`src/rtl/updslow_llr_fifo_packer.sv`:
```
// Packs RE-pair IQ beats and 16-bit noise samples into 128-bit words for the IQ and
// noise FIFOs drained by the slow LLR serializer; one user allocation per start pulse.
module updslow_llr_fifo_packer #(
    parameter int NOISE_PER_WORD = 8,
    parameter int RE_CNT_W       = 16
) (
    input  logic                i_core_clk,
    input  logic                i_rx_rstn,
    input  logic                i_rx_fsm_rstn,
    input  logic                i_user_start,
    input  logic [RE_CNT_W-1:0] i_user_re_num,
    input  logic                i_data_strobe,
    input  logic [15:0]         i_re0_data_i,
    input  logic [15:0]         i_re0_data_q,
    input  logic [15:0]         i_re1_data_i,
    input  logic [15:0]         i_re1_data_q,
    input  logic                i_noise_strobe,
    input  logic [15:0]         i_noise_data,
    input  logic                i_iq_fifo_full,
    input  logic                i_noise_fifo_full,
    output logic                o_iq_fifo_wr_en,
    output logic [127:0]        o_iq_fifo_wr_data,
    output logic                o_noise_fifo_wr_en,
    output logic [127:0]        o_noise_fifo_wr_data,
    output logic                o_busy,
    output logic                o_user_done,
    output logic                o_overflow
);

    localparam logic [1:0] ST_IDLE  = 2'd0;
    localparam logic [1:0] ST_PACK  = 2'd1;
    localparam logic [1:0] ST_FLUSH = 2'd2;
    localparam logic [1:0] ST_DONE  = 2'd3;

    localparam int IDX_W = $clog2(NOISE_PER_WORD);
    localparam logic [IDX_W-1:0] IDX_LAST = IDX_W'(NOISE_PER_WORD - 1);
    localparam logic [RE_CNT_W-1:0] RE_NUM_SAT = {{(RE_CNT_W-1){1'b1}}, 1'b0};

    // Either reset line returns the whole block to IDLE immediately.
    logic rst_n;
    assign rst_n = i_rx_rstn & i_rx_fsm_rstn;

    logic [1:0]          state_q, state_d;
    logic [RE_CNT_W-1:0] re_num_q, re_num_d;
    logic [RE_CNT_W-1:0] re_cnt_q, re_cnt_d;
    logic                iq_half_q, iq_half_d;
    logic [63:0]         iq_word_q, iq_word_d;
    logic [IDX_W-1:0]    noise_idx_q, noise_idx_d;
    logic [127:0]        noise_word_q, noise_word_d;
    logic                iq_wr_en_q, iq_wr_en_d;
    logic [127:0]        iq_wr_data_q, iq_wr_data_d;
    logic                noise_wr_en_q, noise_wr_en_d;
    logic [127:0]        noise_wr_data_q, noise_wr_data_d;
    logic                overflow_q, overflow_d;
    logic                done_q, done_d;

    logic [RE_CNT_W:0]   re_num_rnd;
    logic [RE_CNT_W-1:0] re_num_eff;
    logic [RE_CNT_W-1:0] re_cnt_inc;
    logic [63:0]         iq_beat;
    logic [127:0]        noise_fill;

    // Odd RE counts round up to even; the all-ones count would carry out and saturates instead.
    assign re_num_rnd = {1'b0, i_user_re_num} + {{RE_CNT_W{1'b0}}, i_user_re_num[0]};
    assign re_num_eff = re_num_rnd[RE_CNT_W] ? RE_NUM_SAT : re_num_rnd[RE_CNT_W-1:0];
    assign re_cnt_inc = re_cnt_q + RE_CNT_W'(2);
    assign iq_beat    = {i_re1_data_q, i_re1_data_i, i_re0_data_q, i_re0_data_i};

    always_comb begin
        state_d         = state_q;
        re_num_d        = re_num_q;
        re_cnt_d        = re_cnt_q;
        iq_half_d       = iq_half_q;
        iq_word_d       = iq_word_q;
        noise_idx_d     = noise_idx_q;
        noise_word_d    = noise_word_q;
        iq_wr_en_d      = 1'b0;
        iq_wr_data_d    = iq_wr_data_q;
        noise_wr_en_d   = 1'b0;
        noise_wr_data_d = noise_wr_data_q;
        overflow_d      = overflow_q;
        noise_fill      = noise_word_q;
        noise_fill[noise_idx_q*16 +: 16] = i_noise_data;

        // A start in any state (re)opens a user and discards whatever was partially packed.
        if (i_user_start) begin
            re_num_d     = re_num_eff;
            re_cnt_d     = '0;
            iq_half_d    = 1'b0;
            iq_word_d    = '0;
            noise_idx_d  = '0;
            noise_word_d = '0;
            overflow_d   = 1'b0;
            state_d      = (re_num_eff == '0) ? ST_DONE : ST_PACK;
        end else begin
            case (state_q)
                ST_PACK: begin
                    if (i_data_strobe) begin
                        re_cnt_d = re_cnt_inc;
                        if (iq_half_q) begin
                            iq_half_d = 1'b0;
                            iq_word_d = '0;
                            if (i_iq_fifo_full) begin
                                overflow_d = 1'b1;
                            end else begin
                                iq_wr_en_d   = 1'b1;
                                iq_wr_data_d = {iq_beat, iq_word_q};
                            end
                        end else begin
                            iq_half_d = 1'b1;
                            iq_word_d = iq_beat;
                        end
                        if (re_cnt_inc >= re_num_q) begin
                            state_d = ST_FLUSH;
                        end
                    end
                    if (i_noise_strobe) begin
                        if (noise_idx_q == IDX_LAST) begin
                            noise_idx_d  = '0;
                            noise_word_d = '0;
                            if (i_noise_fifo_full) begin
                                overflow_d = 1'b1;
                            end else begin
                                noise_wr_en_d   = 1'b1;
                                noise_wr_data_d = noise_fill;
                            end
                        end else begin
                            noise_idx_d  = noise_idx_q + IDX_W'(1);
                            noise_word_d = noise_fill;
                        end
                    end
                end
                ST_FLUSH: begin
                    // Upper IQ half and unused noise lanes are already zero in the packing registers.
                    if (iq_half_q) begin
                        if (i_iq_fifo_full) begin
                            overflow_d = 1'b1;
                        end else begin
                            iq_wr_en_d   = 1'b1;
                            iq_wr_data_d = {64'd0, iq_word_q};
                        end
                    end
                    if (noise_idx_q != '0) begin
                        if (i_noise_fifo_full) begin
                            overflow_d = 1'b1;
                        end else begin
                            noise_wr_en_d   = 1'b1;
                            noise_wr_data_d = noise_word_q;
                        end
                    end
                    iq_half_d    = 1'b0;
                    iq_word_d    = '0;
                    noise_idx_d  = '0;
                    noise_word_d = '0;
                    state_d      = ST_DONE;
                end
                ST_DONE: begin
                    state_d = ST_IDLE;
                end
                default: begin
                    state_d = ST_IDLE;
                end
            endcase
        end
        done_d = (state_d == ST_DONE);
    end

    always_ff @(posedge i_core_clk or negedge rst_n) begin
        if (!rst_n) begin
            state_q         <= ST_IDLE;
            re_num_q        <= '0;
            re_cnt_q        <= '0;
            iq_half_q       <= 1'b0;
            iq_word_q       <= '0;
            noise_idx_q     <= '0;
            noise_word_q    <= '0;
            iq_wr_en_q      <= 1'b0;
            iq_wr_data_q    <= '0;
            noise_wr_en_q   <= 1'b0;
            noise_wr_data_q <= '0;
            overflow_q      <= 1'b0;
            done_q          <= 1'b0;
        end else begin
            state_q         <= state_d;
            re_num_q        <= re_num_d;
            re_cnt_q        <= re_cnt_d;
            iq_half_q       <= iq_half_d;
            iq_word_q       <= iq_word_d;
            noise_idx_q     <= noise_idx_d;
            noise_word_q    <= noise_word_d;
            iq_wr_en_q      <= iq_wr_en_d;
            iq_wr_data_q    <= iq_wr_data_d;
            noise_wr_en_q   <= noise_wr_en_d;
            noise_wr_data_q <= noise_wr_data_d;
            overflow_q      <= overflow_d;
            done_q          <= done_d;
        end
    end

    assign o_iq_fifo_wr_en      = iq_wr_en_q;
    assign o_iq_fifo_wr_data    = iq_wr_data_q;
    assign o_noise_fifo_wr_en   = noise_wr_en_q;
    assign o_noise_fifo_wr_data = noise_wr_data_q;
    assign o_busy               = (state_q == ST_PACK) || (state_q == ST_FLUSH);
    assign o_user_done          = done_q;
    assign o_overflow           = overflow_q;

endmodule

```
`config.mk`:
```
export PLATFORM = sky130hd
export DESIGN_NAME = updslow_llr_fifo_packer
export DESIGN_NICKNAME = d
export VERILOG_FILES = /design/src/rtl/updslow_llr_fifo_packer.sv
export SDC_FILE = /design/constraint.sdc
export NUM_CORES = 1
export LEC_CHECK = 0
export ABC_AREA = 0
export CAP_MARGIN = 20
export CORE_ASPECT_RATIO = 0.5
export CORE_MARGIN = 2
export CORE_UTILIZATION = 57
export CTS_CLUSTER_SIZE = 40
export DETAILED_ROUTE_END_ITERATION = 12
export GPL_TIMING_DRIVEN = 0
export MAX_ROUTING_LAYER = met4
export PLACE_DENSITY = 0.85
export SETUP_SLACK_MARGIN = 0.5
export SKIP_CTS_REPAIR_TIMING = 1
export SYNTH_ARGS = -nofsm -noshare
export SYNTH_HDL_FRONTEND = slang
export SYNTH_SLANG_ARGS = --single-unit
```
`constraint.sdc`:
```
create_clock -name i_core_clk -period 38 [get_ports i_core_clk]
set_input_delay 3.8 -clock i_core_clk [delete_from_list [all_inputs] [get_ports i_core_clk]]
set_output_delay 3.8 -clock i_core_clk [all_outputs]
set_load 0.01 [all_outputs]
```
==> out/qor.csv <==
stage,metric,value,unit
synth,Post-synth EDFFs,0,
pwr,switch share,28.2,%
grt,largest net degree at the start of global routing,72,
floorplanning,core area,35800,um2
layout,NumNets Final,2456,
floorplanning,die height,139,um
timing,worst relative slew slack,37.0,%
grt,vias in the first global route,16600,
synth,predominant post-synthesis flop cell,dfrtp_1,
critical_path,reg2reg start,noise_idx_q[0],
floorplanning,Chip Width,273,um
critical_path,Reg-to-Reg End,o_noise_fifo_wr_data[49],
routing,vias per std cell,5.89,
synth,Ys Warns,0,
timing,Slew Limit Fails,0,
synth,cells after synthesis,1928,
layout,area added between synthesis and finish,27.8,%
critical_path,r2r worst-path depth,12,
pwr,Leakage,11.7,nW
grt,initial antenna violation count,1,
placement,routability cong.,0.889,
pwr,Int Pwr,1.03,mW
critical_path,Crit path arrival time,6480,ps
routing,via count of the routed design,16800,
synth,Synth Cell Area,20600,um2
pwr,net load switching power,0.404,mW
floorplanning,full die area,37800,um2
floorplanning,Initial Utilization,57.7,%
layout,Fillers,2451,
synth,Netlist cell types,59,
clocking,Root Buffer,clkbuf_16,
pwr,clock share of power,31.2,%
placement,DP HPWL,40.1,mm
timing,Setup TNS Final,0,ps
clocking,CTS Buffer Depth,3,
min_path,number of cells on the worst hold path,2,
routing,initial DRC count,1697,
critical_path,Critical Path RT,38420,ps
grt,first-pass GRT wire length,90.8,mm
synth,Syn Nets,2055,
layout,"most common cell after layout, fill and taps aside",dfrtp_1,
pwr,Max VDD drop,46.3,uV
timing,Final period util,16.0,%
synth,Yosys top cell by area,dfrtp_1,
routing,Detailed Route WL,57.4,mm
timing,fin crit period,6060,ps
routing,antenna-violating nets left,0,
routing,routed len/inst,20.2,um
timing,"Hold Vio Cnt, Final",0,
grt,All-Layer GR Usage,31.1,%
synth,Area contributors post-synth,"dfrtp_1, a22o_1, a21oi_1, nor2_1, mux2_2",
layout,most frequent cells in the layout,"dfrtp_1, clkdlybuf4s50_1, nor2_1",
synth,register area share after synthesis,59.2,%
timing,Hold Slack,479,ps
clocking,Clock transition at path regs,60,ps
timing,Clock Skew,17.4,ps
critical_path,critical path endpoint,o_iq_fifo_wr_data[63],
floorplanning,I/O Pins,365,
layout,fraction of layout cells with a size suffix above 1,8.43,%
min_path,HP Class,reg -> reg,
pwr,combinational share of power,23.8,%
critical_path,"Worst Path Class, Setup",in -> reg,
pwr,Cell Pwr Density,54.3,nW/um2
placement,port buffer count,348,
timing,Slew @ Worst Pin,944,ps
critical_path,crit-path max FO,10,
floorplanning,row cnt,49,
timing,final setup vio count,0,
routing,drt drc,0,
clocking,Clock Latency Late Sink,550,ps
pwr,sequential share of power,45.0,%
critical_path,FF-to-FF setup slack,34490,ps
clocking,TritonCTS clock tree,done,
critical_path,CP startpoint kind,primary input,
job,max-cap violations,0,
synth,"flops & latches, synth",488,
clocking,CTS Buf Count,42,
clocking,Clock Sinks,488,
critical_path,Crit. End Element,flop,
routing,1st-pass router iterations,5,
timing,RSZ-0062 raised after global routing,false,
clocking,# H-tree levels,2,
timing,Fmax achieved,0.165,GHz
outcome,run status,completed,
synth,Avg Inst Size Synth,10.7,um2
synth,ys async rst share,100,%
critical_path,worst setup path startpoint,i_data_strobe,
synth,Yosys top cell area share,59.2,%
grt,total gr overflow,0,
-- metrics by stage --
stage                     total power, mW  worst slack (ps)  util, %  instance area, um2  std cells
final                                1.43             31940     73.7               26400       2845
after global routing                 1.49             31750     73.7               26400       2845
after CTS                            1.44             31860     73.7               26400       2843
after detailed placement            0.993             31290     69.7               25000       2768
after global placement              0.982             12230     69.1               24700       2760
after floorplan                     0.786             18260        -               20600       1928
-- kinds of logic after synthesis --
kind of cell | share of synthesized area [%]
mux | 6.99
flops | 59.2
xor+xnor | 1.27
compound gates | 15.5
simple gates | 12.2
buf+inv | 3.51
fa+ha+maj | 1.39
-- power groups by stage --
stage / clock network (mW) / registers [mW] / logic, mW
6_report: 0.447 / 0.645 / 0.342
2_1_floorplan: 0 / 0.679 / 0.107
4_1_cts: 0.451 / 0.644 / 0.344
5_1_grt: 0.474 / 0.653 / 0.366
3_3_place_gp: 0 / 0.652 / 0.330
3_5_place_dp: 0 / 0.653 / 0.340
-- registers in the layout, summed over array words and instances, names as in the netlist --
name	flops
o_noise_fifo_wr_en	1
o_overflow	1
o_noise_fifo_wr_data	128
o_iq_fifo_wr_en	1
re_num_q	15
o_user_done	1
noise_word_q	128
o_iq_fifo_wr_data	128
re_cnt_q	15
noise_idx_q	3
state_q	2
iq_half_q	1
iq_word_q	64
-- worst min path at each step --
stage	start	end	slack [ps]
after global placement	noise_word_q[31]	noise_word_q[31]	460
final	o_iq_fifo_wr_data[95]	o_iq_fifo_wr_data[95]	480
after detailed placement	o_iq_fifo_wr_data[95]	o_iq_fifo_wr_data[95]	470
after CTS	o_iq_fifo_wr_data[95]	o_iq_fifo_wr_data[95]	480
after global routing	o_iq_fifo_wr_data[97]	o_iq_fifo_wr_data[97]	500
after floorplan	noise_word_q[112]	noise_word_q[112]	450
-- cells in the mapped netlist, types with 5 or more instances --
master / count
nand3_1: 19
mux2_2: 65
buf_1: 14
buf_6: 6
inv_1: 26
a22o_1: 130
buf_4: 7
buf_2: 18
clkbuf_1: 92
dfrtp_1: 488
ha_1: 23
nor2_1: 227
nor4_1: 7
and2_1: 6
nand4_1: 5
or3_1: 6
a21oi_1: 205
o21ai_0: 145
a31oi_1: 5
nand2b_1: 70
mux2i_1: 70
xor2_1: 9
and3_2: 5
xnor2_1: 21
nand2_1: 189
o21ai_1: 12
-- final cells by class --
| cell class | instances | area (um2) | share of cell area, % |
|---|---|---|---|
| Tap cell | 484 | 606 | 2.30 |
| Clock inverter | 15 | 186 | 0.707 |
| Buffer | 139 | 627 | 2.38 |
| Clock buffer | 60 | 1230 | 4.66 |
| Inverter | 26 | 97.6 | 0.370 |
| Sequential cell | 488 | 12200 | 46.3 |
| Timing Repair Buffer | 357 | 3710 | 14.1 |
| Multi-Input combinational cell | 1275 | 7710 | 29.2 |
| Antenna cell | 1 | 2.50 | 0.00949 |
-- routing by layer --
metal / track usage [%] / vias to the layer above / share of wire (%)
li1: - / 7470 / -
met1: 40.3 / 8395 / 41
met2: 49.9 / 718 / 49
met3: 4.81 / 173 / 6.3
met4: 12.1 / 0 / 4.3
met5: - / - / 0
-- worst max-delay path: stages --
cell             delay [ps]
clkdlybuf4s50_1         530
inv_1                   170
nor2_1                   60
o21ai_1                 320
clkbuf_1                540
buf_2                   400
buf_2                   300
mux2_2                  360
Note: power is estimated with default switching activity, not from simulation.
